File: config.mk
export PLATFORM = sky130hd
export DESIGN_NAME = pre_i_mode_buf
export DESIGN_NICKNAME = d
export VERILOG_FILES = /design/src/rtl/pre_i_mode_pkg.sv /design/src/rtl/pre_i_mode_addr.sv /design/src/rtl/pre_i_mode_buf.sv
export SDC_FILE = /design/constraint.sdc
export NUM_CORES = 2
export LEC_CHECK = 0
export ABC_AREA = 1
export CAP_MARGIN = 20
export CORE_ASPECT_RATIO = 1.75
export CORE_MARGIN = 2
export CORE_UTILIZATION = 45
export DETAILED_ROUTE_END_ITERATION = 7
export DONT_BUFFER_PORTS = 1
export MAX_ROUTING_LAYER = met4
export PLACE_DENSITY_LB_ADDON = 0.12
export SLEW_MARGIN = 15
export SYNTH_ARGS = -nofsm -noshare
export SYNTH_HDL_FRONTEND = slang
export SYNTH_SLANG_ARGS = --single-unit
File: constraint.sdc
create_clock -name clk -period 2.1 [get_ports clk]
set_clock_uncertainty 0.2 [all_clocks]
set_input_delay 0.42 -clock clk [delete_from_list [all_inputs] [get_ports clk]]
set_output_delay 0.42 -clock clk [all_outputs]
set_load 0.01 [all_outputs]
File: src/rtl/pre_i_mode_pkg.sv
// Shared types and constants for the pre-intra mode buffer and its address mapper.
// Address layout per bank: 0..63 8x8, 64..79 16x16, 80..83 32x32, all in z-order.
package pre_i_mode_pkg;

    localparam int MODE_W  = 6;
    localparam int ADDR_W  = 7;
    localparam int MODE_DC = 1;

    typedef enum logic [1:0] {
        SZ8   = 2'd0,
        SZ16  = 2'd1,
        SZ32  = 2'd2,
        SZRSV = 2'd3
    } rd_size_e;

    localparam logic [ADDR_W-1:0] BASE16 = 7'd64;
    localparam logic [ADDR_W-1:0] BASE32 = 7'd80;

endpackage

File: src/rtl/pre_i_mode_addr.sv
// Maps a block size and 4x4 coordinate inside the LCU to a mode-RAM address.
// Purely combinational; o_vld is low for the reserved size code.
module pre_i_mode_addr
    import pre_i_mode_pkg::*;
(
    input  logic [1:0]        i_size,
    input  logic [3:0]        i_x,
    input  logic [3:0]        i_y,
    output logic [ADDR_W-1:0] o_addr,
    output logic              o_vld
);

    logic [5:0] w_z8;
    logic [3:0] w_z16;
    logic [1:0] w_z32;

    // Bit 0 of each coordinate selects a 4x4 inside its 8x8 parent and is dropped.
    assign w_z8  = {i_y[3], i_x[3], i_y[2], i_x[2], i_y[1], i_x[1]};
    assign w_z16 = {i_y[3], i_x[3], i_y[2], i_x[2]};
    assign w_z32 = {i_y[3], i_x[3]};

    always_comb begin
        o_addr = '0;
        o_vld  = 1'b1;
        case (rd_size_e'(i_size))
            SZ8:     o_addr = {1'b0, w_z8};
            SZ16:    o_addr = BASE16 + {3'b000, w_z16};
            SZ32:    o_addr = BASE32 + {5'b00000, w_z32};
            default: o_vld  = 1'b0;
        endcase
    end

endmodule

File: src/rtl/pre_i_mode_buf.sv
// Ping-pong mode buffer: one bank captures the current LCU's modes, the other serves reads.
// Read latency 1 cycle; writes and wr_done are dropped (sticky ovf_o) when no bank is free.
module pre_i_mode_buf
    import pre_i_mode_pkg::*;
#(
    parameter int MODE_W_P = MODE_W,
    parameter int ADDR_W_P = ADDR_W,
    parameter int DEF_MODE = MODE_DC
) (
    input  logic                clk,
    input  logic                rstn,
    input  logic                md_we,
    input  logic [ADDR_W_P-1:0] md_waddr,
    input  logic [MODE_W_P-1:0] md_wdata,
    input  logic                wr_done_i,
    output logic                wr_ready_o,
    output logic                rd_valid_o,
    input  logic                rd_en_i,
    input  logic [1:0]          rd_size_i,
    input  logic [3:0]          rd_x_i,
    input  logic [3:0]          rd_y_i,
    input  logic                rd_done_i,
    output logic [MODE_W_P-1:0] rd_mode_o,
    output logic                rd_mode_vld_o,
    output logic                ovf_o
);

    localparam int DEPTH = 1 << ADDR_W_P;

    logic [MODE_W_P-1:0] r_mem [2][DEPTH];
    logic [DEPTH-1:0]    r_bmp [2];
    logic [1:0]          r_full;
    logic                r_wr_bank;
    logic                r_rd_bank;
    logic [MODE_W_P-1:0] r_mode;
    logic                r_mode_vld;
    logic                r_ovf;

    logic                w_wr_ready;
    logic                w_rd_valid;
    logic                w_wr_acc;
    logic                w_wr_fin;
    logic                w_rd_rel;
    logic [1:0]          w_full_nxt;
    logic [ADDR_W-1:0]   w_raddr;
    logic                w_raddr_vld;
    logic                w_hit;

    assign w_wr_ready = !r_full[r_wr_bank];
    assign w_rd_valid = r_full[r_rd_bank];
    assign w_wr_acc   = md_we & w_wr_ready;
    assign w_wr_fin   = wr_done_i & w_wr_ready;
    assign w_rd_rel   = rd_done_i & w_rd_valid;

    pre_i_mode_addr u_addr (
        .i_size (rd_size_i),
        .i_x    (rd_x_i),
        .i_y    (rd_y_i),
        .o_addr (w_raddr),
        .o_vld  (w_raddr_vld)
    );

    // A finishing write bank is empty and a releasing read bank is full, so they never coincide.
    always_comb begin
        w_full_nxt = r_full;
        if (w_wr_fin) w_full_nxt[r_wr_bank] = 1'b1;
        if (w_rd_rel) w_full_nxt[r_rd_bank] = 1'b0;
    end

    always_ff @(posedge clk or negedge rstn) begin
        if (!rstn) begin
            r_full    <= '0;
            r_wr_bank <= 1'b0;
            r_rd_bank <= 1'b0;
            r_ovf     <= 1'b0;
        end else begin
            r_full <= w_full_nxt;
            if (w_wr_fin) r_wr_bank <= ~r_wr_bank;
            if (w_rd_rel) r_rd_bank <= ~r_rd_bank;
            if ((md_we || wr_done_i) && !w_wr_ready) r_ovf <= 1'b1;
        end
    end

    // Data array carries no reset; the written bitmap alone decides what is visible.
    always_ff @(posedge clk) begin
        if (w_wr_acc) r_mem[r_wr_bank][md_waddr] <= md_wdata;
    end

    always_ff @(posedge clk or negedge rstn) begin
        if (!rstn) begin
            r_bmp[0] <= '0;
            r_bmp[1] <= '0;
        end else begin
            for (int b = 0; b < 2; b++) begin
                if (w_rd_rel && (r_rd_bank == 1'(b)))
                    r_bmp[b] <= '0;
                else if (w_wr_acc && (r_wr_bank == 1'(b)))
                    r_bmp[b][md_waddr] <= 1'b1;
            end
        end
    end

    assign w_hit = w_rd_valid & w_raddr_vld & r_bmp[r_rd_bank][w_raddr];

    // Reads sample the pre-toggle read bank, so a read alongside rd_done_i still sees the old LCU.
    always_ff @(posedge clk or negedge rstn) begin
        if (!rstn) begin
            r_mode     <= MODE_W_P'(DEF_MODE);
            r_mode_vld <= 1'b0;
        end else begin
            r_mode_vld <= rd_en_i;
            if (rd_en_i)
                r_mode <= w_hit ? r_mem[r_rd_bank][w_raddr] : MODE_W_P'(DEF_MODE);
        end
    end

    assign wr_ready_o    = w_wr_ready;
    assign rd_valid_o    = w_rd_valid;
    assign rd_mode_o     = r_mode;
    assign rd_mode_vld_o = r_mode_vld;
    assign ovf_o         = r_ovf;

endmodule

After elaboration in Yosys (flattened, before gate mapping)
Memory sizes are Yosys's and may differ from the RTL's.
Cells that the tools add are included.
{"block": "totals", "romBits": 0, "mem_count": 1, "out_inout_bits": 10, "inputBits": 29, "ramBits": 1536, "register_bits": 268, "latchBits": 0, "word_cells": 85}
{"memory": "r_mem", "depth": 2, "word_bits": 768, "rd": 1, "rd_ports_with_merged_regs": 0, "write_ports": 1, "line_no": "pre_i_mode_buf.sv:30", "text": "logic [MODE_W_P-1:0] r_mem [2][DEPTH];"}
{"block": "op_classes", "order_cmp": 11, "eq_ne": 2, "n_bitwise": 15, "div_mod_pow": 0, "shift": 0, "n_mul": 0, "n_mux": 31, "addsub": 2, "n_reduce_logical": 15}
{"cell": "$mux 128", "count": 7}
{"cell": "$mux 768", "count": 1}
{"cell": "$or 128x128->128", "count": 2}
{"cell": "$bmux 6 s7", "count": 1}
{"cell": "$demux 6 s7", "count": 1}
{"cell": "$mux 6", "count": 4}
{"cell": "$pmux 7 s3", "count": 1}
{"cell": "$ge 8x8->1 const B", "count": 2}
{"cell": "$lt 7x8->1 const B", "count": 2}
{"cell": "$not 7->8", "count": 2}
{"cell": "$mux 1", "count": 10}
{"cell": "$logic_and 1x1->1", "count": 9}
{"cell": "$lt 8x1->1 const B", "count": 1}
{"cell": "$add 7x2->7 const A", "count": 1}
{"cell": "$add 7x4->7 const A", "count": 1}
{"cell": "$bmux 1 s7", "count": 1}
{"cell": "$demux 1 s7", "count": 1}
{"cell": "$ge 7x1->1 const B", "count": 1}
{"cell": "$and 1x1->1", "count": 5}
{"cell": "$lt 1x2->1 const B", "count": 2}
{"cell": "$mux 2", "count": 2}
{"cell": "$reduce_bool 2->1", "count": 2}
{"cell": "$reduce_or 3->1", "count": 1}
{"cell": "$and 2x2->2", "count": 1}
{"cell": "other kinds (12)", "count": 15}

Logic depth before layout (Yosys ltp)
{"block": "depth", "depth_word": 8, "depth_mapped": 20, "ltp_nobuf": 18}

Modules after synthesis
From an unflattened synthesis, not the netlist that was laid out.
{"block": "hier_totals", "cells_unflattened": 6833, "area_unflattened_um2": 75916.6}
{"mod": "pre_i_mode_buf", "seq_area_each_um2": 52831.9, "cells_each": 6804, "n_inst": 1, "area_each_um2": 75765.2}
{"mod": "pre_i_mode_addr", "seq_area_each_um2": 0.0, "cells_each": 29, "n_inst": 1, "area_each_um2": 151.4}

Worst setup path after synthesis
No wires, ideal clock.
{"block": "synth_path", "kind": "input to register", "start": "input rd_size_i[0]", "end": "register r_mode[3] (netlist: rd_mode_o[3])", "path_slack_ps": -280, "t_arrival_ps": 2064, "n_path_buf": 2, "setup_time_ps": 116, "stages": 13, "required_ps": 1784, "path_cell_list": "inv_1 ha_1 a22o_1 nand2_1 clkbuf_1 clkbuf_1 nand3_1 nand3_1 nand3_1 a21oi_1 nor2_1 nand2_1 nand2_1"}
{"block": "synth_via", "elab_chain_len": 7, "elab_cells_between_ends": 15, "classes_between": "eq/ne: 2; mux: 8; bitwise: 3; reduce/logical: 2"}
{"element": "from (decl)", "line_no": "pre_i_mode_buf.sv:19", "text": "input logic [1:0] rd_size_i,"}
{"element": "$eq 2x2->1, or another cell as far along", "line_no": "pre_i_mode_addr.sv:25", "text": "case (rd_size_e'(i_size))"}
{"element": "$pmux 7 s3", "line_no": "pre_i_mode_addr.sv:25"}
{"element": "$not 7->8 (implied by the code)", "line_no": "pre_i_mode_buf.sv:113", "text": "r_mode <= w_hit ? r_mem[r_rd_bank][w_raddr] : MODE_W_P'(DEF_MODE);"}
{"element": "$bmux 6 s7", "line_no": "pre_i_mode_buf.sv:113"}
{"element": "$mux 6 (implied by the code) (2 in a row)", "line_no": "pre_i_mode_buf.sv:113"}
{"element": "$mux 6 *", "line_no": "pre_i_mode_buf.sv:113"}
{"element": "to (signal assigned)", "line_no": "pre_i_mode_buf.sv:108", "text": "r_mode <= MODE_W_P'(DEF_MODE);"}
{"element": "to (signal assigned)", "line_no": "pre_i_mode_buf.sv:113"}
{"element": "to (decl)", "line_no": "pre_i_mode_buf.sv:35", "text": "logic [MODE_W_P-1:0] r_mode;"}
Every way passes the cells marked *; elsewhere a longest branch is shown, timed or not. The select of a mux whose other input is x is not followed.
A chain may end at the register's enable or synchronous reset.

Final worst setup path
{"block": "layout_path", "start": "register r_rd_bank", "end": "register r_mode[3] (netlist: rd_mode_o[3])"}
{"block": "layout_via", "elab_chain_len": 8, "elab_cells_between_ends": 15, "classes_between": "mux: 11; bitwise: 3; memory: 1"}
{"element": "from (decl)", "line_no": "pre_i_mode_buf.sv:34", "text": "logic r_rd_bank;"}
{"element": "from (signal assigned)", "line_no": "pre_i_mode_buf.sv:79", "text": "if (w_rd_rel) r_rd_bank <= ~r_rd_bank;"}
{"element": "$not 1->2 (implied by the code)", "line_no": "pre_i_mode_buf.sv:103", "text": "assign w_hit = w_rd_valid & w_raddr_vld & r_bmp[r_rd_bank][w_raddr];"}
{"element": "$mux 128 (implied by the code) (3 in a row)", "line_no": "pre_i_mode_buf.sv:103"}
{"element": "$bmux 1 s7", "line_no": "pre_i_mode_buf.sv:103"}
{"element": "$mux 1 (implied by the code)", "line_no": "pre_i_mode_buf.sv:103"}
{"element": "$and 1x1->1", "line_no": "pre_i_mode_buf.sv:103"}
{"element": "$mux 6 *", "line_no": "pre_i_mode_buf.sv:113"}
Marked as above.

==> reports/summary.txt <==
initial antenna violation count -> 8
Reg clk slew, reported paths -> 70 ps
TNS Setup -> -169260 ps
# fillers -> 14530
Final nets -> 8084
Die Ht -> 552 um
CP Cell Sequence -> buf_12 > buf_16 > buf_16 > buf_16 > buf_4 > nor2_1 > nor2_1 > nand2_1 > nand3_1 > nand3_2 > nand3_1 > nand3_1 > nand3_1 > a21oi_2 > buf_4 > nor2_1 > nand2_1 > nand2_1
clock power share -> 0.293
CTS root buffer -> clkbuf_16
Initial Util -> 0.452
Netlist Area Pre-Place -> 77300 um^2
core footprint -> 171000 um^2
sw power -> 36.2 mW
fin. max-slew vios -> 0
sequential share of power -> 0.364
failing checks -> negative hold slack, negative setup slack
GRT overflow -> 0
HP Class -> primary input to async pin
internal cell power -> 72.1 mW
vias -> 57557
routability congestion estimate -> 0.944
cell mode on critical path -> nand3_1
synthesis-to-finish area growth -> 23.3%
Worst Path Class, Setup -> flop to flop
Worst Tran Pin Value -> 901 ps
Unique masters post-synth -> 37
Iteration-0 DRC Markers -> 5413
Pre-Repair DR Iteration Count -> 6
final setup fails -> 1435
drt via density -> 5.52
Sw Ratio -> 0.335
Worst Setup Start Kind -> flop
unrepaired setup endpoints after global routing -> yes
largest net degree at the start of global routing -> 269
Tcrit/Tclk final -> 1.39
Worst Hold Slack -> -916 ps
DRC -> 0
Clk Latency, worst-skew pair -> 840 ps
number of buffers on the longest clock path -> 4
CTS sink count -> 1804
Worst setup EP type -> flop
Power per Cell Area -> 1140 nW/um^2
Critical Path Fanout Max -> 13
CP peak stage delay -> 510 ps
total wire length -> 258000 um
cell row count -> 201
die width -> 317 um
Peak VDD IR -> 918 uV
io pins -> 39
global-route wire length before repair -> 369000 um
post-synthesis sequential area ratio -> 0.684
fmax -> 343 MHz
post-route antenna net violation count -> 0
Design Power -> 108 mW
synthesized area per cell -> 10.4 um^2
critical path arrival -> 3420 ps
crit path max-delay cell type -> dfrtp_4
status -> finished, violations left
Post-DP HPWL -> 147000 um
Max-cap violations -> 0
most common cell after layout, fill and taps aside -> nor2_1
final instance area -> 95300 um^2
GRT Resource Usage Total -> 0.295
H-tree depth -> 4
die area -> 175000 um^2
Yosys reg bits -> 1804
Comb power frac -> 0.343
Crit path required time -> 2600 ps
Cells after Synth -> 7442
leakage -> 36.8 nW
Slew headroom -> 0.399
Final Worst Setup Slack -> -820 ps
post-layout util -> 0.557
Post-DP Area -> 85500 um^2
fraction of layout instances using a drive strength above 1 -> 0.181
synth warn -> 0
vias in the first global route -> 56756
worst reg-to-reg path cell count -> 18
CTS tree -> yes
Synthesized Nets -> 7475
Routed wire per std cell -> 24.7 um
CTS Buf Count -> 171
Hold Vio Cnt, Final -> 1269
# port buffers -> 0
most frequent cells in the layout -> nor2_1 (2106), edfxtp_1 (1536), nand2_1 (1294)
Tmin final -> 2920 ps
-- area by class of cell --
type / count / area, um^2 / share of cell area
antenna: 6 / 15.0 / 0.000158
clock buffer: 215 / 4630 / 0.0485
clock inverter: 94 / 1010 / 0.0106
inverter: 200 / 873 / 0.00916
multi-input combinational: 4975 / 22900 / 0.240
sequential: 1804 / 52800 / 0.554
tap: 2233 / 2790 / 0.0293
timing repair buffer: 893 / 10200 / 0.107
timing repair inverter: 6 / 90.1 / 0.000945
-- registers in the layout, summed over array words and instances (netlist names) --
register	cells
rd_mode_vld_o	1
ovf_o	1
r_rd_bank	1
r_mem	1536
r_full	2
r_bmp	256
r_wr_bank	1
rd_mode_o	6
-- metrics by stage --
| stage | std cells | hold WS, ps | setup slack, ps |
|---|---|---|---|
| finish | 10426 | -916 | -820 |
| global route | 10426 | -945 | -938 |
| CTS | 10386 | -958 | -780 |
| global placement | 9993 | -62.9 | -1130 |
| floorplan | 7442 | -75.6 | -93.1 |
| detailed placement | 9993 | -65.6 | -1150 |
-- logic make-up (layout without fill, tap and decap cells) --
family,Yosys count,in the layout,synth area share
buffers and inverters,663,1408,0.0401
and+or+nand+nor,4607,4607,0.243
muxes,11,11,0.00142
xor gates and xnor gates,1,1,0.000113
DFF,1804,1804,0.684
AOI/OAI and AO/OA,352,352,0.0312
other,0,6,0
adders and majority gates,4,4,0.000648
-- synthesized netlist by cell type (all sizes together) --
library cell     n  area, um^2
a21boi          47         353
a21oi           26         130
a22o             1        8.76
and2             4        25.0
buf            364        1970
clkbuf          99         373
clkinv           1        3.75
dfrtp          267        6680
dfstp            1        26.3
edfxtp        1536       46100
ha               4        50.1
inv            199         752
mux2i           11         110
nand2         1319        4970
nand3         1001        5020
nand3b           1        7.51
nand4           60         375
nor2          2204        8280
nor3            11        66.3
o211ai           2        15.0
o21a           208        1560
o21ai           66         330
o21bai           1        7.51
o22ai            1        6.26
or2              7        43.8
xor2             1        8.76
-- worst max-delay path, delay by kind of cell (launching register included) --
family	cells	cell delay [ps]
buf+inv	6	990
simple gates	11	950
flops	1	510
compound gates	1	130
-- worst paths after layout --
path | start | endpoint | slack [ps]
worst max-delay path | r_rd_bank | rd_mode_o[3] | -820
min in group clk | rd_en_i | rd_mode_vld_o | -570
worst max register to register | r_rd_bank | rd_mode_o[3] | -820
worst min-delay path | rstn | r_bmp[21] | -920
worst min register to register | r_bmp[164] | r_bmp[164] | 290
max in group asynchronous | rstn | r_bmp[204] | 1860
-- power by group through the flow --
stage / Combinational [mW] / Sequential (mW) / Clock (mW)
after detailed placement: 29.2 / 40.2 / 0
after global routing: 39.7 / 39.4 / 33.3
after floorplan: 17.2 / 40.1 / 0
after global placement: 29.1 / 40.2 / 0
after CTS: 34.3 / 39.4 / 32.1
final: 37.2 / 39.4 / 31.7
-- repair_timing --
action	4_1_cts	5_1_grt
hold buffers	5	2
hold endpoints to repair	1816	1685
resized for setup	275	287
endpoints found under the setup margin	784	1711
cloned	35	27
pin swaps	26	52
buffers inserted	45	22
-- metal layers --
metal,GRT usage,vias up,part of all wire
li1,-,26284,-
met1,0.347,28608,0.37
met2,0.497,2101,0.51
met3,0.0379,564,0.060
met4,0.143,0,0.054
met5,-,-,0
No activity file was read; power rests on OpenSTA's default activity.
